<file path="src/rtl/pipeline_hazard_ctrl.sv">
// Hazard / forwarding controller for the in-order RV32 pipeline (IF/ID/EX/MEM).
// A shadow tracker follows each in-flight register write through the stages
// after ID. Per source port it selects the nearest forwarding stage, raises a
// one-cycle load-use bubble, sequences multi-cycle flushes after EX redirects
// and freezes the whole pipe while data memory is busy.

// Per source-port forwarding selector and load-use detector.
module pipeline_hazard_ctrl_port #(
    parameter int FWD_STAGES = 2,
    parameter int REG_AW     = 5,
    parameter int SW         = 2
) (
    input  logic [REG_AW-1:0]                  rs,
    input  logic                               used,
    input  logic [FWD_STAGES:1]                stg_vld,
    input  logic [FWD_STAGES:1]                stg_we,
    input  logic [FWD_STAGES:1]                stg_ld,
    input  logic [FWD_STAGES:1][REG_AW-1:0]    stg_rd,
    output logic [SW-1:0]                      sel,
    output logic                               ld_hit
);
    // Nearest matching producer wins; a load still in EX has no data yet.
    always_comb begin
        sel = '0;
        for (int k = FWD_STAGES; k >= 1; k--) begin
            if (used && stg_vld[k] && stg_we[k] && (stg_rd[k] != '0) &&
                (stg_rd[k] == rs) && !((k == 1) && stg_ld[k]))
                sel = SW'(k);
        end
    end

    // This port reads the destination of a load sitting in EX.
    always_comb begin
        ld_hit = used && stg_vld[1] && stg_we[1] && stg_ld[1] &&
                 (stg_rd[1] != '0) && (stg_rd[1] == rs);
    end
endmodule

module pipeline_hazard_ctrl #(
    parameter int NUM_SRC      = 2,
    parameter int FWD_STAGES   = 2,
    parameter int REG_AW       = 5,
    parameter int FLUSH_CYCLES = 1,
    parameter int CNT_W        = 32,
    localparam int SW          = $clog2(FWD_STAGES + 1)
) (
    input  logic                      clk,
    input  logic                      reset,
    input  logic                      run,
    input  logic                      id_valid,
    input  logic [NUM_SRC*REG_AW-1:0] id_rs,
    input  logic [NUM_SRC-1:0]        id_rs_used,
    input  logic [REG_AW-1:0]         id_rd,
    input  logic                      id_reg_we,
    input  logic                      id_is_load,
    input  logic                      redirect,
    input  logic                      mem_busy,
    output logic                      if_stall,
    output logic                      id_stall,
    output logic                      ex_stall,
    output logic                      mem_stall,
    output logic                      id_flush,
    output logic [NUM_SRC*SW-1:0]     fwd_sel,
    output logic [CNT_W-1:0]          stall_cnt,
    output logic [CNT_W-1:0]          flush_cnt
);
    typedef enum logic {IDLE, FLUSH} state_t;

    // Shadow tracker, index 1 = EX.
    logic [FWD_STAGES:1]             vld_pipe;
    logic [FWD_STAGES:1]             we_pipe;
    logic [FWD_STAGES:1]             ld_pipe;
    logic [FWD_STAGES:1][REG_AW-1:0] rd_pipe;

    state_t       state;
    logic [2:0]   flush_n;
    logic         redir_pend;   // redirect that arrived during a freeze

    logic               active, freeze, adv, redir_eff, flushing, hz;
    logic [NUM_SRC-1:0] ld_hit;

    // Per-port forwarding selectors.
    for (genvar i = 0; i < NUM_SRC; i++) begin : g_port
        pipeline_hazard_ctrl_port #(
            .FWD_STAGES (FWD_STAGES),
            .REG_AW     (REG_AW),
            .SW         (SW)
        ) u_port (
            .rs      (id_rs[i*REG_AW +: REG_AW]),
            .used    (id_rs_used[i]),
            .stg_vld (vld_pipe),
            .stg_we  (we_pipe),
            .stg_ld  (ld_pipe),
            .stg_rd  (rd_pipe),
            .sel     (fwd_sel[i*SW +: SW]),
            .ld_hit  (ld_hit[i])
        );
    end

    // Cycle control: reset > ~run > mem_busy > redirect/flush > load-use.
    always_comb begin
        active    = reset & run;
        freeze    = active & mem_busy;
        adv       = active & ~mem_busy;
        redir_eff = adv & (redirect | redir_pend);
        flushing  = redir_eff | (adv & (state == FLUSH));
        hz        = adv & ~flushing & id_valid & (|ld_hit);
        if_stall  = freeze | hz;
        id_stall  = freeze | hz;
        ex_stall  = freeze;
        mem_stall = freeze;
        id_flush  = flushing;
    end

    // Tracker shift; squashed or hazarded ID slots enter EX as bubbles.
    always_ff @(posedge clk or negedge reset) begin
        if (!reset) begin
            vld_pipe <= '0;
            we_pipe  <= '0;
            ld_pipe  <= '0;
            rd_pipe  <= '0;
        end else if (adv) begin
            vld_pipe[1] <= id_valid & ~flushing & ~hz;
            we_pipe[1]  <= id_reg_we;
            ld_pipe[1]  <= id_is_load;
            rd_pipe[1]  <= id_rd;
            for (int k = 2; k <= FWD_STAGES; k++) begin
                vld_pipe[k] <= vld_pipe[k-1];
                we_pipe[k]  <= we_pipe[k-1];
                ld_pipe[k]  <= ld_pipe[k-1];
                rd_pipe[k]  <= rd_pipe[k-1];
            end
        end
    end

    // Flush sequencer; a redirect during a freeze is held until the pipe moves.
    always_ff @(posedge clk or negedge reset) begin
        if (!reset) begin
            state      <= IDLE;
            flush_n    <= '0;
            redir_pend <= 1'b0;
        end else begin
            if (freeze && redirect)
                redir_pend <= 1'b1;
            else if (adv)
                redir_pend <= 1'b0;

            if (redir_eff) begin
                state   <= FLUSH;
                flush_n <= 3'(FLUSH_CYCLES);
            end else if (adv && (state == FLUSH)) begin
                flush_n <= flush_n - 3'd1;
                if (flush_n == 3'd1)
                    state <= IDLE;
            end
        end
    end

    // Saturating performance counters.
    always_ff @(posedge clk or negedge reset) begin
        if (!reset) begin
            stall_cnt <= '0;
            flush_cnt <= '0;
        end else begin
            if (run && if_stall && (stall_cnt != '1))
                stall_cnt <= stall_cnt + 1'b1;
            if (redir_eff && (flush_cnt != '1))
                flush_cnt <= flush_cnt + 1'b1;
        end
    end
endmodule
</file>
<file path="config.mk">
export PLATFORM = sky130hd
export DESIGN_NAME = pipeline_hazard_ctrl
export DESIGN_NICKNAME = d
export VERILOG_FILES = /design/src/rtl/pipeline_hazard_ctrl.sv
export SDC_FILE = /design/constraint.sdc
export NUM_CORES = 1
export LEC_CHECK = 0
export ABC_AREA = 1
export CORE_ASPECT_RATIO = 1.75
export CORE_MARGIN = 3
export CORE_UTILIZATION = 40
export DETAILED_ROUTE_END_ITERATION = 10
export SYNTH_ARGS = -nofsm -noshare
export SYNTH_HDL_FRONTEND = slang
export SYNTH_SLANG_ARGS = --single-unit
</file>
<file path="constraint.sdc">
create_clock -name clk -period 3.35 [get_ports clk]
set_input_delay 0.8375 -clock clk [delete_from_list [all_inputs] [get_ports clk]]
set_output_delay 0.8375 -clock clk [all_outputs]
set_load 0.05 [all_outputs]
</file>
==> parameters.txt, run 1 <==
Parameter                              Value

Clock network
  CTS tree ... done
  Clock Tree Buf Depth ... 2
  Clock-pin transition on the worst setup and hold timing paths ... about 0.060 ns
  Total number of H-tree levels ... 3
  Post_cts resized ... 0
  Total setup buffers inserted after CTS ... 0
  Num Clock Sinks ... 84
  Total CTS buffers ... 9
  Hold buffer count at cts ... 0
  Source-to-sink clock delay at the later pin of the worst-skew pair ... 0.34 ns
  Library cell used as clock root buffer ... sky130_fd_sc_hd__clkbuf_16

Place
  Dpl cell area ... 0.00654 mm²
  DPL Wire Length ... roughly 12000 µm
  I/O Buffers ... 97
  GP Congestion ... ~0.94

Critical path
  Worst endpoint data arrival time ... 2.30 ns
  Reg-to-reg startpoint ... rd_pipe[1]
  Critical setup path kind ... input pin to output port
  Destination of the critical timing path ... fwd_sel[1]
  Worst setup EP type ... output port
  Worst Setup SP ... id_rs[3]
  Data required time of the worst path ... between 2 and 3 ns
  End of the worst register-to-register path ... stall_cnt[7]
  Kind of launch point of the worst setup path ... input pin
  R2R depth ... 13
  R2R Setup Slk ... 1.13 ns
  Top fanout value on the critical path ... 3

STA
  Worst Skew ... 0.00834 ns
  Period minus WS final ... 3.14 ns
  Worst Tran Pin Value ... 0.646 ns
  Headroom to the max-slew limit ... 56.9%
  Pins over their slew limit ... 0
  Final Cycle Share ... 93.8%
  Peak clock frequency supported by timing ... 0.318 GHz
  TNS Setup ... 0 ns
  Setup Viol. Count Final ... 0
  Unrepaired setup endpoints after global routing ... false
  Final Hold Violating Endpoints ... 0

Route
  Routed Wire Length ... 15200 µm
  DR DRC count ... 0
  Avg WL per Cell ... 14.8 µm
  Antenna Nets Post-Route ... 0
  Total number of vias ... 5062
  Routed vias/inst ... 4.93
  First-pass DRT Iterations ... 4
  Iteration-0 DRC Markers ... ~190

Logic synthesis
  Most used flip-flop cell after synthesis ... sky130_fd_sc_hd__dfrtp_1
  Synth Cell Area ... around 0.0053 mm²
  Top post-synthesis cells by area ... sky130_fd_sc_hd__dfrtp_1 (39%), sky130_fd_sc_hd__nand2_1 (19%), sky130_fd_sc_hd__inv_1 (6.7%), sky130_fd_sc_hd__nand3_1 (5.4%), sky130_fd_sc_hd__xor2_1 (4.9%)
  Cell types with the highest counts after synthesis ... sky130_fd_sc_hd__nand2_1 (266), sky130_fd_sc_hd__inv_1 (95), sky130_fd_sc_hd__dfrtp_1 (84)
  Count of flip-flops with a built-in enable after synthesis ... 0
  Sequential-to-total area share from yosys stat ... 39.4%
  Cell accounting for the most synthesized area ... sky130_fd_sc_hd__dfrtp_1
  Register bit count reported by yosys ... 84
  Dominant cell by count in the synthesized netlist ... sky130_fd_sc_hd__nand2_1
  Synth unique cells ... 34
  Area share of the largest cell type after synthesis ... roughly two fifths
  Syn Area/Cell ... 7.09 µm²
  Yosys warning count ... 0
  Syn Nets ... between 700 and 800
  FFs w/ async S/R, synth ... 100%
  Number of standard cells after synthesis ... between 700 and 800

Final layout
  Total number of nets in the final design ... 880
  Finished Cell Area ... 0.00686 mm²
  Ant diodes ... 0
  Fraction of final layout cells with drive strength greater than 1 ... 8.29%
  Synth-to-layout area growth ... 28.7%

Global routing
  Pin count of the biggest net entering global routing ... 60
  Vias in the first global route ... 5261
  Global route overflow ... 0
  Wire length of the first global-routing pass ... 25700 µm
  Overall Global Routing Usage ... 21.8%
  Antenna violations before repair ... 0

Outcome
  Result of the run ... completed

Floorplan
  I/O pin total ... 98
  Height of the die ... 159 µm
  Die area ... ~0.015 mm²
  Overall die width ... 93.3 µm
  Starting density of the core ... 41.0%
  Number of cell rows ... 55
  Core area ... 0.0130 mm²

Hold path
  Hold path start ... flush_n[1]
  Cell count of the worst hold path ... 2
  Hold crit path type ... flop to flop

Run
  # Max-Cap Violations ... 0

Power and ir drop
  Power density over the cells ... 489 mW/mm²
  Worst vdd rail ir drop ... 0.555 mV
  Leakage power figure ... 0.00307 µW
metrics by stage:
stage / cells / worst slack, ns / hold WS (ns) / util [%] / power [µW]
2_1_floorplan: 752 / 0.153 / 0.452 / - / 1930
3_3_place_gp: 1011 / 0.169 / 0.463 / 50.3 / 2280
3_5_place_dp: 1011 / 0.187 / 0.495 / 50.3 / 2300
4_1_cts: 1027 / 0.187 / 0.509 / 52.7 / 3400
5_1_grt: 1027 / 0.115 / 0.552 / 52.7 / 3530
6_report: 1027 / 0.208 / 0.519 / 52.7 / 3360
flip-flops by register name, summed over array words and instances, names as in the netlist:
register / count
flush_cnt: 32
flush_n: 3
ld_pipe: 1
rd_pipe: 10
redir_pend: 1
stall_cnt: 32
state: 1
vld_pipe: 2
we_pipe: 2
worst max-delay path: stages:
cell	delay, ns
sky130_fd_sc_hd__clkdlybuf4s50_1	0.52
sky130_fd_sc_hd__nor2_1	0.07
sky130_fd_sc_hd__nor4b_1	0.28
sky130_fd_sc_hd__nand4_1	0.12
sky130_fd_sc_hd__nor3_1	0.30
sky130_fd_sc_hd__buf_12	0.19
where the power goes:
part / internal, µW / total, µW / switching, µW
clock: 670 / 1080 / 410
sequential: 1150 / 1320 / 170
combinational: 335 / 957 / 622
total: 2150 / 3360 / 1200
routing by layer:
metal | vias to the layer above | wire length [µm] | GRT usage (%) | share of wire, %
met5 | - | 0 | 0 | 0
met4 | 0 | 565 | 9.47 | 3.7
met3 | 36 | 545 | 4.31 | 3.6
met2 | 119 | 8540 | 40.8 | 56
met1 | 2365 | 5570 | 22.9 | 37
li1 | 2542 | - | - | -
logic make-up after synthesis:
logic type	count (synthesis)	share of synthesized area, %
flip-flops	84	39.4
AO/OA/AOI/OAI	31	3.64
AND/OR/NAND/NOR	472	38.7
buffers and inverters	113	9.37
adder cells (fa/ha/maj)	4	0.939
XOR/XNOR	48	7.89
how the worst min path moves through the flow:
stage / endpoint
4_1_cts: flush_n[1]
6_report: flush_n[1]
3_5_place_dp: flush_n[1]
3_3_place_gp: flush_n[1]
5_1_grt: flush_n[1]
2_1_floorplan: flush_n[1]
area by class of cell:
type                       count  area, µm²
clock inverter                 5       75.1
timing repair buffer         105       1120
sequential                    84       2100
multi-input combinational    555       2750
tap                          171        214
inverter                      96        360
clock buffer                  11        243
fill                        1265       6150
cell usage in the layout, fill, tap and decap left out:
cell	synthesis	layout
sky130_fd_sc_hd__a21oi_1	2	2
sky130_fd_sc_hd__a31oi_1	1	1
sky130_fd_sc_hd__buf_12	1	9
sky130_fd_sc_hd__buf_4	7	9
sky130_fd_sc_hd__bufinv_16	0	2
sky130_fd_sc_hd__clkbuf_1	3	1
sky130_fd_sc_hd__clkbuf_16	0	9
sky130_fd_sc_hd__clkbuf_8	0	1
sky130_fd_sc_hd__clkdlybuf4s50_1	0	87
sky130_fd_sc_hd__clkinv_2	0	3
sky130_fd_sc_hd__dfrtp_1	84	84
sky130_fd_sc_hd__ha_1	4	4
sky130_fd_sc_hd__inv_1	95	95
sky130_fd_sc_hd__inv_2	1	1
sky130_fd_sc_hd__nand2_1	266	266
sky130_fd_sc_hd__nand2_2	5	5
sky130_fd_sc_hd__nand3_1	58	58
sky130_fd_sc_hd__nand3_2	3	3
sky130_fd_sc_hd__nand3_4	1	1
sky130_fd_sc_hd__nand3b_1	4	4
sky130_fd_sc_hd__nand3b_2	1	1
sky130_fd_sc_hd__nand4_1	13	13
sky130_fd_sc_hd__nor2_1	69	69
sky130_fd_sc_hd__nor2_2	7	7
sky130_fd_sc_hd__nor2_4	5	5
sky130_fd_sc_hd__nor3_1	33	31
sky130_fd_sc_hd__nor3_2	1	3
sky130_fd_sc_hd__nor4_1	2	1
sky130_fd_sc_hd__nor4_2	0	1
sky130_fd_sc_hd__nor4b_1	1	1
sky130_fd_sc_hd__o21a_1	1	1
sky130_fd_sc_hd__o21ai_0	14	14
sky130_fd_sc_hd__o21ai_1	3	3
sky130_fd_sc_hd__o21ai_2	8	8
sky130_fd_sc_hd__o31ai_1	2	2
sky130_fd_sc_hd__or2_2	3	3
sky130_fd_sc_hd__xnor2_1	18	18
sky130_fd_sc_hd__xor2_1	30	30
No activity file was read; power rests on OpenSTA's default activity.
==> inputs of run 2 (changes only) <==
SYNTH_HIERARCHICAL = 1   (was not set)
==> parameters.txt, run 2 <==
Parameter                              Value

Outcome
  Result of the run ... completed

Floorplan
  Core area ... around 0.014 mm²
  Height of the die ... between 150 and 200 µm
  Starting density of the core ... between 40% and 50%
  Overall die width ... 96.3 µm
  Die area ... 0.0158 mm²
  Number of cell rows ... 57
  I/O pin total ... 98

Power and ir drop
  Worst vdd rail ir drop ... 0.237 mV
  Post-route total power ... 2820 µW
  Power density over the cells ... 390 mW/mm²
  Leakage power figure ... ~0.0034 µW

STA
  Final Cycle Share ... 96.2%
  Final Hold Violating Endpoints ... 0
  Period minus WS final ... 3.22 ns
  Worst path setup slack after routing ... 0.126 ns
  Pins over their slew limit ... 0
  Headroom to the max-slew limit ... 40.6%
  Peak clock frequency supported by timing ... 0.310 GHz
  Setup Viol. Count Final ... 0
  Worst-case hold slack ... 0.364 ns
  Worst Skew ... 0.0126 ns
  Worst Tran Pin Value ... around 0.89 ns

Clock network
  Total CTS buffers ... 9
  CTS tree ... done
  Post_cts resized ... 0
  Clock-pin transition on the worst setup and hold timing paths ... ~0.07 ns
  Library cell used as clock root buffer ... sky130_fd_sc_hd__clkbuf_16
  Total number of H-tree levels ... 3
  Clock Tree Buf Depth ... 2
  Num Clock Sinks ... 84
  Hold buffer count at cts ... 0
  Total setup buffers inserted after CTS ... 0
  Source-to-sink clock delay at the later pin of the worst-skew pair ... 0.35 ns

Critical path
  Data required time of the worst path ... 2.51 ns
  Worst endpoint data arrival time ... 2.39 ns
  Worst setup EP type ... output port
  Critical setup path kind ... input pin to output port
  Top fanout value on the critical path ... 3
  R2R depth ... 13
  Kind of launch point of the worst setup path ... input pin

Global routing
  Pin count of the biggest net entering global routing ... 70
  Routing usage on met3 ... 3.71%
  Overall Global Routing Usage ... 22.3%
  Global route overflow ... 0
  Met2 track demand over resource in global routing ... 39.9%
  Vias in the first global route ... 5618
  Wire length of the first global-routing pass ... about 27000 µm
  Most crowded layer after global routing ... met2
  GR Util met1 ... 24.2%
  Antenna violations before repair ... 0

Logic synthesis
  Yosys warning count ... 6
  Syn Area/Cell ... between 6 and 7 µm²
  Synth Cell Area ... 0.00571 mm²
  Syn Nets ... 958
  Number of standard cells after synthesis ... roughly 930

Place
  Dpl cell area ... 0.00692 mm²
  DPL Wire Length ... 12700 µm
  I/O Buffers ... 97
  Setup slack at placement ... 0.0549 ns
  GP Congestion ... 0.955

Final layout
  Synth-to-layout area growth ... 26.5%
  Most common library cell in the layout ignoring fill and taps ... sky130_fd_sc_hd__nand2_1
  Finished Cell Area ... 0.00722 mm²
  Fraction of final layout cells with drive strength greater than 1 ... 5.51%
  Commonest non-fill, non-tap cells in the layout ... sky130_fd_sc_hd__nand2_1 (457), sky130_fd_sc_hd__nor2_1 (137), sky130_fd_sc_hd__inv_1 (98)
  Total number of nets in the final design ... 1058
  Ant diodes ... 0
  Total of fill cells in the finished design ... between 1000 and 1500
  Registers with the most flip-flops ... flush_cnt (32), stall_cnt (32), rd_pipe (10)

Route
  Iteration-0 DRC Markers ... 202
  Avg WL per Cell ... between 10 and 15 µm
  Antenna Nets Post-Route ... 0
  Routed Wire Length ... 16600 µm
  Routed vias/inst ... 4.77
  Total number of vias ... ~5800
  First-pass DRT Iterations ... 6
  DR DRC count ... 0

Run
  # Max-Cap Violations ... 0

Hold path
  Hold crit path type ... input pin to asynchronous set/reset pin
[run 2: cell types whose count changed in the layout (fill, tap and decap cells not counted), moves of 4 or more]
cell,before,now
sky130_fd_sc_hd__inv_6,0,4
sky130_fd_sc_hd__nand2_1,266,457
sky130_fd_sc_hd__nand2_4,0,4
sky130_fd_sc_hd__nand3_1,58,41
sky130_fd_sc_hd__nand4_1,13,7
sky130_fd_sc_hd__nor2_1,69,137
sky130_fd_sc_hd__nor3_1,31,6
sky130_fd_sc_hd__o21ai_0,14,24
sky130_fd_sc_hd__o21ai_2,8,0
sky130_fd_sc_hd__xnor2_1,18,14
sky130_fd_sc_hd__xor2_1,30,11
[run 2: area by class of cell]
type                            instances  area (µm²)  area share (%)
Clock buffer                            9         225            3.12
Clock inverter                          7        56.3           0.780
Inverter                              101         382            5.29
Multi-Input combinational cell        728        3110            43.0
Sequential cell                        84        2100            29.1
Tap cell                              177         221            3.07
Timing Repair Buffer                  105        1130            15.6
[run 2: where the power goes]
part	switching, µW	total, µW	internal, µW
logic	387	614	227
clock network	444	957	513
registers	140	1250	1110
[run 2: metal layers]
metal  vias to the layer above  routed length [µm]
met4                         0                 824
li1                       3014                   -
met1                      2577                6420
met3                        50                 598
met5                         -                   0
met2                       136                8760
[run 2: worst max-delay path: stages]
cell                              delay, ns
sky130_fd_sc_hd__clkdlybuf4s50_1       0.44
sky130_fd_sc_hd__inv_1                 0.09
sky130_fd_sc_hd__nand2_1               0.05
sky130_fd_sc_hd__nand2_1               0.07
sky130_fd_sc_hd__nor2_1                0.04
sky130_fd_sc_hd__nand4_1               0.11
sky130_fd_sc_hd__nor2_1                0.05
sky130_fd_sc_hd__or2_2                 0.31
sky130_fd_sc_hd__nand3_1               0.13
sky130_fd_sc_hd__nand2_4               0.09
sky130_fd_sc_hd__buf_12                0.15
[run 2: final timing paths]
path / from / to / slack, ns
worst max-delay path: id_rs[6] / if_stall / 0.13
worst min-delay path: reset / stall_cnt[3] / 0.36
worst max register to register: rd_pipe[2] / stall_cnt[2] / 1.04
worst min register to register: vld_pipe[2] / vld_pipe[2] / 0.52
max in group asynchronous: reset / flush_cnt[15] / 1.81
min in group clk: vld_pipe[2] / vld_pipe[2] / 0.52
[run 2: metrics by stage]
stage / instances / setup TNS [ns] / util [%]
final: 1211 / 0 / 51.9
after global routing: 1211 / -0.00701 / 51.9
after CTS: 1211 / 0 / 51.8
after detailed placement: 1195 / 0 / 49.8
after global placement: 1195 / 0 / 49.8
after floorplan: 929 / 0 / -
==> inputs of run 3 (changes only) <==
SLEW_MARGIN = 0   (was not set)
==> results of run 3 <==
Same layout as run 2: the final DEF is identical, and so are final timing and power.
